--- config.mk ---
export PLATFORM = sky130hd
export DESIGN_NAME = ctrl_linha_producao
export DESIGN_NICKNAME = d
export VERILOG_FILES = /design/src/rtl/ctrl_linha_producao.sv
export SDC_FILE = /design/constraint.sdc
export NUM_CORES = 1
export LEC_CHECK = 0
export ABC_AREA = 0
export CORE_ASPECT_RATIO = 1.5
export CORE_UTILIZATION = 41
export CTS_CLUSTER_SIZE = 14
export DETAILED_ROUTE_END_ITERATION = 6
export PLACE_DENSITY_LB_ADDON = 0.08
export REMOVE_ABC_BUFFERS = 1
export SLEW_MARGIN = 20
export SYNTH_ARGS = -nofsm -noshare
export SYNTH_HDL_FRONTEND = slang
export SYNTH_SLANG_ARGS = --single-unit
export TNS_END_PERCENT = 20
--- constraint.sdc ---
create_clock -name clk -period 1.32 [get_ports clk]
set_input_delay 0.33 -clock clk [delete_from_list [all_inputs] [get_ports clk]]
set_output_delay 0.33 -clock clk [all_outputs]
set_load 0.05 [all_outputs]
--- src/rtl/ctrl_linha_producao.sv ---
// ctrl_linha_producao: bottling-line controller (convey -> fill -> seal -> release).
// Drives conveyor motor (M), fill valve (EV) and sealer (VE) from the station
// sensors (PG/CH/RO). It counts produced bottles per batch and has a FAULT state
// for a stuck fill.
// Optional feature: define FILL_TIMEOUT_EN to enable the fill watchdog. Without it,
// FILL waits for CH indefinitely and FAULT cannot be reached.
// All outputs are registered and decoded from the next state, so they change on the
// same edge as the state register.
module ctrl_linha_producao #(
  parameter int SEAL_CYCLES  = 4,
  parameter int FILL_TIMEOUT = 1000,
  parameter int BATCH_SIZE   = 12,
  parameter int CNT_W        = 8
) (
  input  logic             clk,
  input  logic             reset,
  input  logic             start,
  input  logic             PG,
  input  logic             CH,
  input  logic             RO,
  input  logic             ack_fault,
  output logic             GP,
  output logic             M,
  output logic             EV,
  output logic             VE,
  output logic             no_cork,
  output logic             batch_done,
  output logic             fault,
  output logic [CNT_W-1:0] bottle_count,
  output logic [2:0]       state
);

  localparam logic [2:0] S_IDLE    = 3'd0;
  localparam logic [2:0] S_CONVEY  = 3'd1;
  localparam logic [2:0] S_FILL    = 3'd2;
  localparam logic [2:0] S_SEAL    = 3'd3;
  localparam logic [2:0] S_RELEASE = 3'd4;
  localparam logic [2:0] S_FAULT   = 3'd5;

  // The seal timer only has to reach SEAL_CYCLES-1.
  localparam int ST_W = (SEAL_CYCLES > 1) ? $clog2(SEAL_CYCLES) : 1;
  localparam logic [ST_W-1:0]  SEAL_LAST  = ST_W'(SEAL_CYCLES - 1);
  localparam logic [CNT_W-1:0] BATCH_LAST = CNT_W'(BATCH_SIZE - 1);

  logic [2:0]       state_q, state_d;
  logic [ST_W-1:0]  seal_timer_q, seal_timer_d;
  logic [CNT_W-1:0] bottle_count_q, bottle_count_d;
  logic             gp_q, gp_d;
  logic             m_q, m_d;
  logic             ev_q, ev_d;
  logic             ve_q, ve_d;
  logic             no_cork_q, no_cork_d;
  logic             batch_done_q, batch_done_d;
  logic             fault_q, fault_d;

`ifdef FILL_TIMEOUT_EN
  localparam int FT_W = $clog2(FILL_TIMEOUT);
  localparam logic [FT_W-1:0] FILL_LAST = FT_W'(FILL_TIMEOUT - 1);

  logic [FT_W-1:0] fill_timer_q, fill_timer_d;

  // Fill watchdog: cleared outside FILL so each fill starts from zero, and it
  // saturates because FILL is left on the edge after FILL_LAST.
  always_comb begin
    fill_timer_d = fill_timer_q;
    if (state_q != S_FILL) begin
      fill_timer_d = '0;
    end else if (fill_timer_q != FILL_LAST) begin
      fill_timer_d = fill_timer_q + 1'b1;
    end
  end

  // Fill watchdog register.
  always_ff @(posedge clk or negedge reset) begin
    if (!reset) begin
      fill_timer_q <= '0;
    end else begin
      fill_timer_q <= fill_timer_d;
    end
  end
`endif

  // Next-state logic. In FILL, CH wins over the watchdog on the same cycle.
  // Once a bottle is in FILL it always finishes through RELEASE, even if start drops.
  always_comb begin
    state_d = state_q;
    case (state_q)
      S_IDLE: begin
        if (start) state_d = S_CONVEY;
      end
      S_CONVEY: begin
        if (!start)  state_d = S_IDLE;
        else if (PG) state_d = S_FILL;
      end
      S_FILL: begin
        if (CH) state_d = S_SEAL;
`ifdef FILL_TIMEOUT_EN
        else if (fill_timer_q == FILL_LAST) state_d = S_FAULT;
`endif
      end
      S_SEAL: begin
        if (RO && (seal_timer_q == SEAL_LAST)) state_d = S_RELEASE;
      end
      S_RELEASE: begin
        state_d = start ? S_CONVEY : S_IDLE;
      end
      S_FAULT: begin
        if (ack_fault) state_d = S_IDLE;
      end
      default: begin
        state_d = S_IDLE;
      end
    endcase
  end

  // Seal timer: counts only the cycles with corks present. A cork shortage
  // freezes it, so the seal resumes exactly where it stopped.
  always_comb begin
    seal_timer_d = seal_timer_q;
    if (state_q != S_SEAL) begin
      seal_timer_d = '0;
    end else if (RO && (seal_timer_q != SEAL_LAST)) begin
      seal_timer_d = seal_timer_q + 1'b1;
    end
  end

  // Batch counter: bumps on entry to RELEASE, wraps to zero with batch_done on
  // the bottle that completes the batch.
  always_comb begin
    bottle_count_d = bottle_count_q;
    batch_done_d   = 1'b0;
    if (state_d == S_RELEASE) begin
      if (bottle_count_q == BATCH_LAST) begin
        bottle_count_d = '0;
        batch_done_d   = 1'b1;
      end else begin
        bottle_count_d = bottle_count_q + 1'b1;
      end
    end
  end

  // Actuator decode from the next state. EV and VE each own one state, so they
  // are exclusive with each other and with M by construction.
  always_comb begin
    m_d       = (state_d == S_CONVEY) || (state_d == S_RELEASE);
    ev_d      = (state_d == S_FILL);
    ve_d      = (state_d == S_SEAL) && RO;
    no_cork_d = (state_d == S_SEAL) && !RO;
    gp_d      = (state_d == S_RELEASE);
    fault_d   = (state_d == S_FAULT);
  end

  // State, timer, counter and output registers. An asynchronous reset drops
  // everything, so a partial bottle is never counted.
  always_ff @(posedge clk or negedge reset) begin
    if (!reset) begin
      state_q        <= S_IDLE;
      seal_timer_q   <= '0;
      bottle_count_q <= '0;
      gp_q           <= 1'b0;
      m_q            <= 1'b0;
      ev_q           <= 1'b0;
      ve_q           <= 1'b0;
      no_cork_q      <= 1'b0;
      batch_done_q   <= 1'b0;
      fault_q        <= 1'b0;
    end else begin
      state_q        <= state_d;
      seal_timer_q   <= seal_timer_d;
      bottle_count_q <= bottle_count_d;
      gp_q           <= gp_d;
      m_q            <= m_d;
      ev_q           <= ev_d;
      ve_q           <= ve_d;
      no_cork_q      <= no_cork_d;
      batch_done_q   <= batch_done_d;
      fault_q        <= fault_d;
    end
  end

  assign state        = state_q;
  assign bottle_count = bottle_count_q;
  assign GP           = gp_q;
  assign M            = m_q;
  assign EV           = ev_q;
  assign VE           = ve_q;
  assign no_cork      = no_cork_q;
  assign batch_done   = batch_done_q;
  assign fault        = fault_q;

endmodule

==> reports/metrics.cfg, run 1 <==
[timing]
finalSetupViolCount=19
skew_ps=1.742
rsz0062_at_grt=true
tightest_slew_ps=419.8
slew_viol_final=0
period_needed_ps=1435
fin_hold_ws_ps=353.5
fin_crit_sh_pct=108.7
clock.fmax_ghz=0.6968
maxSlewHeadroom_pct=71.86
hold_violations=0
setup_ws_ps=-115.1
fin_tns_setup_ps=-940.2

[route]
drt-vias-per-instance=5.446
wirelength_mm=3.026
drt_iter0_drc=29
dr_total_vias=904
route.met3.wl_um=88
wl_met2_mm=1.679
met1_length_mm=1.138
firstDrtPassIters=4
drc=0
antenna_left=0
routedWlPerCell_um=18.23
highest_layer=met4

[final_layout]
syn2layout_area_growth_pct=101.5
fin_nets=154
antenna_cells=0
drive_gt1_share_pct=57.64

[clocking]
cts_buffer_depth=2
cts_buffers=3
root_buffer=clkbuf_4
clkSinkCount=20
cts_hold_buffers=0
clk_pin_slew_ps=120
worstSkewPairLatency_ps=310
cts.htree.levels=1
cts_tree=yes

[floorplan]
initial_core_util_pct=44.33
placementRows=20
core_area_um2=2052
die_h_um=59.69
die_w_um=40.46
fp.dieArea_um2=2415
io_pins=25

[synthesis]
ys_seq_area_share_pct=55.02
synth_ff_type=dfrtp_1
synthMostInstantiatedCell=dfrtp_1
yosysTopAreaCell=dfrtp_1
postSynth.asyncResetShare_pct=100.0
synth_top_area_share_pct=55.02
syn-cell-area_um2=909.6
syn_inst=82
ys_ff_latch=20
ys_top_cells_by_count=dfrtp_1, nand2_1, nor2_1
ys.warnings.count=0
synth.avg_cell_area_um2=11.09
synth.distinct_cells=30
synth_edf_count=0
synthTopCellsByArea=dfrtp_1, xor2_1, ha_1

[placed_design]
port_buffers=24
gp_congestion=0.7537
place_hpwl_mm=1.629

[grt]
grt.total_usage_pct=26.89
grt_start_max_net_pins=21
grt_pass1_vias=920
antenna_found_initial=0
grt-ovfl-total=0
grt_pass1_wl_mm=4.271

[pwr]
p_per_area_nw_per_um2=1494
leakagePower_nw=0.8864
peakVddDrop_uv=1295

[worst_setup_path]
slowest_delay_ps=380
critPathKind=reg2reg
worstPathRequired_ps=1540
slowest_stage=dfrtp_1
start_kind=flop
end_kind=flop
crit_chain=ha_2 > nand2_2 > buf_6 > nor4_4 > xor2_1
arrival_ps=1650
worstPathMaxFanout=4

[run]
drv_cap=0

[run_status]
failed_checks=setup timing
outcome=finished with violations

[hold_path]
min_path_type=in2async

[routing by layer]
metal / GRT usage (%) / vias to the layer above
met5: 0 / -
met1: 32.27 / 447
met4: 17.14 / 0
met3: 4.461 / 11
li1: - / 418
met2: 42.40 / 28
[stage by stage]
step | cells | cell area (um2) | power, mW | utilization [%] | setup WS [ps]
finish | 166 | 1833 | 2.738 | 89.33 | -115.1
global route | 166 | 1833 | 2.843 | 89.33 | -170.8
CTS | 162 | 1754 | 2.574 | 85.49 | -93.17
detailed placement | 154 | 1555 | 1.990 | 75.79 | -385.4
global placement | 154 | 1555 | 1.969 | 75.79 | -365.8
floorplan | 81 | 904.6 | 1.332 | - | -442.2
[final timing paths]
kind | startpoint | end | slack [ps] | depth (start not counted)
hold reg to reg | state[1] | M | 590 | 1
max in group asynchronous | reset | bottle_count[2] | 740 | 2
setup reg to reg | seal_timer_q[1] | bottle_count[7] | -120 | 5
min in group clk | state[1] | M | 590 | 1
setup / recovery | seal_timer_q[1] | bottle_count[7] | -120 | 5
hold / removal | reset | M | 350 | 2
[critical path: cells and delay by family (launching register included)]
| family | cells | cell delay, ps |
|---|---|---|
| xor+xnor | 1 | 250 |
| fa+ha+maj | 1 | 220 |
| buf+inv | 1 | 140 |
| flops | 1 | 380 |
| simple gates | 2 | 360 |
[kinds of logic (layout without fill, tap and decap cells)]
group,after synthesis,after routing,synth area share (%)
muxes,4,4,4.677
AOI/OAI and AO/OA,11,11,7.841
buffers and inverters,4,66,1.788
xor gates and xnor gates,5,5,4.814
DFF,20,20,55.02
adders and majority gates,2,2,2.751
and+or+nand+nor,36,36,23.11
[where the power goes]
group          switching (mW)  internal (mW)  leakage, nW
sequential              0.106          0.718        0.264
clock                   0.200          0.307       0.0279
combinational           0.684          0.723        0.595
[state kept, by name, indices dropped and copies added, names as in the netlist]
register	cells
M	1
state	3
bottle_count	8
GP	1
seal_timer_q	2
batch_done	1
no_cork	1
EV	1
fault	1
VE	1
[layout by cell type (no fill, tap or decap), types with 2 or more instances in the layout]
| cell | n |
|---|---|
| o21ai_0 | 3 |
| buf_12 | 18 |
| clkdlybuf4s50_1 | 6 |
| inv_1 | 2 |
| nor3_2 | 3 |
| a21oi_2 | 2 |
| dfrtp_2 | 3 |
| buf_4 | 21 |
| buf_6 | 13 |
| mux2i_1 | 2 |
| and3_1 | 2 |
| xor2_1 | 4 |
| nor4_4 | 2 |
| nand2_1 | 4 |
| ha_2 | 2 |
| nand3_1 | 4 |
| dfrtp_1 | 17 |
| clkbuf_4 | 3 |
| nor2_1 | 5 |
[layout make-up]
class                           instances  area (um2)
Sequential cell                        20       504.2
Clock inverter                          1       30.03
Inverter                                3       11.26
Tap cell                               22       27.53
Multi-Input combinational cell         58       498.0
Timing Repair Buffer                   59       739.5
Clock buffer                            3       22.52
Fill cell                              79       219.0
[repair_timing]
| item | in CTS | in global routing |
|---|---|---|
| hold endpoints to repair | 0 | 0 |
| setup buffers | 5 | 4 |
| resized for setup | 29 | 13 |
| endpoints found under the setup margin | 22 | 23 |
| pin swaps | 6 | 12 |
Power figures use the tool's default switching activity.
==> run 2: changes to the inputs <==
--- a/config.mk
+++ b/config.mk
@@ -12,7 +12,7 @@
 export DETAILED_ROUTE_END_ITERATION = 6
 export PLACE_DENSITY_LB_ADDON = 0.08
 export REMOVE_ABC_BUFFERS = 1
-export SLEW_MARGIN = 20
+export SLEW_MARGIN = 25
 export SYNTH_ARGS = -nofsm -noshare
 export SYNTH_HDL_FRONTEND = slang
 export SYNTH_SLANG_ARGS = --single-unit
==> results of run 2 <==
The final DEF is identical to that of run 1; final timing and power are the same.
==> run 3: changes to the inputs <==
--- a/config.mk
+++ b/config.mk
@@ -8,9 +8,10 @@
 export ABC_AREA = 0
 export CORE_ASPECT_RATIO = 1.5
 export CORE_UTILIZATION = 41
-export CTS_CLUSTER_SIZE = 14
+export CTS_CLUSTER_DIAMETER = 40
+export CTS_CLUSTER_SIZE = 12
 export DETAILED_ROUTE_END_ITERATION = 6
-export PLACE_DENSITY_LB_ADDON = 0.08
+export PLACE_DENSITY = 0.73
 export REMOVE_ABC_BUFFERS = 1
 export SLEW_MARGIN = 25
 export SYNTH_ARGS = -nofsm -noshare
==> reports/metrics.cfg, run 3 (same netlist as run 1, synthesis figures left out) <==
[timing]
finalSetupViolCount=18  ; -1
hold_violations=0  ; unchanged
tightest_slew_ps=463.6  ; +43.82 ps
setup_ws_ps=-201.1  ; -85.93 ps
clock.fmax_ghz=0.6574  ; -5.6%
slew_viol_final=0  ; unchanged
rsz0062_at_grt=true
period_needed_ps=1521  ; +85.93 ps
maxSlewHeadroom_pct=68.93  ; -2.9 points
fin_crit_sh_pct=115.2  ; +6.5 points
skew_ps=9.191  ; +7.449 ps
fin_tns_setup_ps=-1164  ; -223.5 ps

[floorplan]
initial_core_util_pct=44.33  ; unchanged
die_w_um=40.46  ; unchanged
io_pins=25  ; unchanged
core_area_um2=2052  ; unchanged
fp.dieArea_um2=2415  ; unchanged
placementRows=20  ; unchanged
die_h_um=59.69  ; unchanged

[route]
dr_total_vias=902  ; -0.22%
routedWlPerCell_um=19.27  ; +5.7%
firstDrtPassIters=4  ; unchanged
wirelength_mm=3.064  ; +1.3%
antenna_left=0  ; unchanged
drt-vias-per-instance=5.673  ; +4.2%
drc=0  ; unchanged
drt_iter0_drc=27  ; -6.9%

[placed_design]
place_inst=151  ; -1.9%
port_buffers=24  ; unchanged
place_area_um2=1533  ; -1.4%
gp_congestion=0.8281  ; +9.9%
place_hpwl_mm=1.874  ; +15%

[worst_setup_path]
path_buf_inv=1  ; unchanged
end_kind=flop
slowest_delay_ps=440  ; +60 ps
worstPathRequired_ps=1570  ; +30 ps
start_kind=flop
slowest_stage=dfrtp_1
worstRegToRegCells=5  ; unchanged
arrival_ps=1770  ; +120 ps
rr_startpoint=bottle_count[1]
r2r_setup_slack_ps=-200  ; -90 ps
worstPathMaxFanout=2  ; -2
crit_chain=ha_4 > and4bb_2 > buf_4 > a2111oi_4 > a21o_1
cp_top_family=flip-flops
critPathKind=reg2reg
r2r-end=bottle_count[0]

[pwr]
p_per_area_nw_per_um2=1367  ; -8.5%
leakagePower_nw=0.8447  ; -4.7%
peakVddDrop_uv=949.7  ; -27%
p_total_mw=2.426  ; -11%

[grt]
grt.total_usage_pct=28.09  ; +1.2 points
grt_pass1_vias=942  ; +2.4%
grt-ovfl-total=0  ; unchanged
grt_start_max_net_pins=21  ; unchanged
grt_pass1_wl_mm=4.305  ; +0.80%
antenna_found_initial=0  ; unchanged

[final_layout]
final_cells=159  ; -4.2%
fin_nets=148  ; -3.9%
mostFrequentLayoutCells=dfrtp_1, buf_12, buf_4, buf_6, clkdlybuf4s50_1
drive_gt1_share_pct=53.28  ; -4.4 points
syn2layout_area_growth_pct=95.19
layout_commonest_cell=dfrtp_1
antenna_cells=0  ; unchanged
largest_reg_flops=8  ; unchanged
multiInputGateArea_um2=526.8  ; +5.8%
final_area_um2=1775  ; -3.1%
fill_cells=88  ; +11%
seqCellArea_um2=501.7  ; -0.50%

[clocking]
cts_tree=yes
root_buffer=clkbuf_4
clk_pin_slew_ps=110  ; about the same
worstSkewPairLatency_ps=310  ; about the same
cts_buffer_depth=2  ; unchanged
clkSinkCount=20  ; unchanged
cts.htree.levels=1  ; unchanged
cts_buffers=3  ; unchanged

[run]
drv_cap=0  ; unchanged

[run_status]
failed_checks=setup timing
outcome=finished with violations

[hold_path]
min_path_type=in2async

[run 3: cell count changes in the layout (fill, tap and decap cells not counted), moves of 2 or more]
cell / before / now
ha_4: 0 / 2
dfrtp_2: 3 / 1
ha_2: 2 / 0
dfrtp_1: 17 / 19
buf_4: 21 / 17
[run 3: area by class of cell]
| cell class | count | area share (%) |
|---|---|---|
| repair buffers | 53 | 38.48 |
| multi-input cells | 58 | 29.67 |
| flip-flops and latches | 20 | 28.26 |
| well taps | 22 | 1.550 |
| clock buffers | 3 | 1.269 |
| inverters | 3 | 0.7752 |
[run 3: what timing repair did]
action / in CTS / in global routing
endpoints found under the setup margin: 22 / 23
setup buffers: 4 / 1
pin swaps: 7 / 5
resized for setup: 31 / 10
hold buffers: 0 / 0
[run 3: through the flow]
step	util [%]	hold WS [ps]	worst slack, ps
2_1_floorplan	-	34.41	-442.2
4_1_cts	83.66	346.0	-133.1
3_3_place_gp	74.70	509.2	-332.7
3_5_place_dp	74.70	562.2	-388.6
5_1_grt	86.52	377.6	-224.8
6_report	86.52	337.3	-201.1
[run 3: power by group]
group / internal (mW) / switching [mW] / total (mW)
Combinational: 0.628 / 0.667 / 1.29
Clock: 0.107 / 0.192 / 0.299
Sequential: 0.712 / 0.120 / 0.832
Total: 1.45 / 0.980 / 2.43
[run 3: worst reg2reg max path, stage by stage (launching register included)]
cell       delay (ps)
dfrtp_1           440
ha_4              190
and4bb_2          250
buf_4             150
a2111oi_4         320
a21o_1            120
[run 3: per-layer routing]
layer,global-route usage [%],part of all wire (%),vias up
met1,25.74,33,452
li1,-,-,408
met3,4.461,3.0,9
met5,0,0,-
met2,50.79,60,33
met4,20.00,3.6,0
[run 3: how the worst max path moves through the flow]
stage                     cells after the start  slack, ps         endpoint       startpoint
after global placement                        5       -330  bottle_count[1]               RO
after floorplan                               4       -440  bottle_count[1]         state[0]
after global routing                          5       -220  bottle_count[0]  bottle_count[0]
after detailed placement                      5       -390  bottle_count[0]               RO
final                                         5       -200  bottle_count[0]  bottle_count[1]
after CTS                                     5       -130  bottle_count[3]  bottle_count[1]
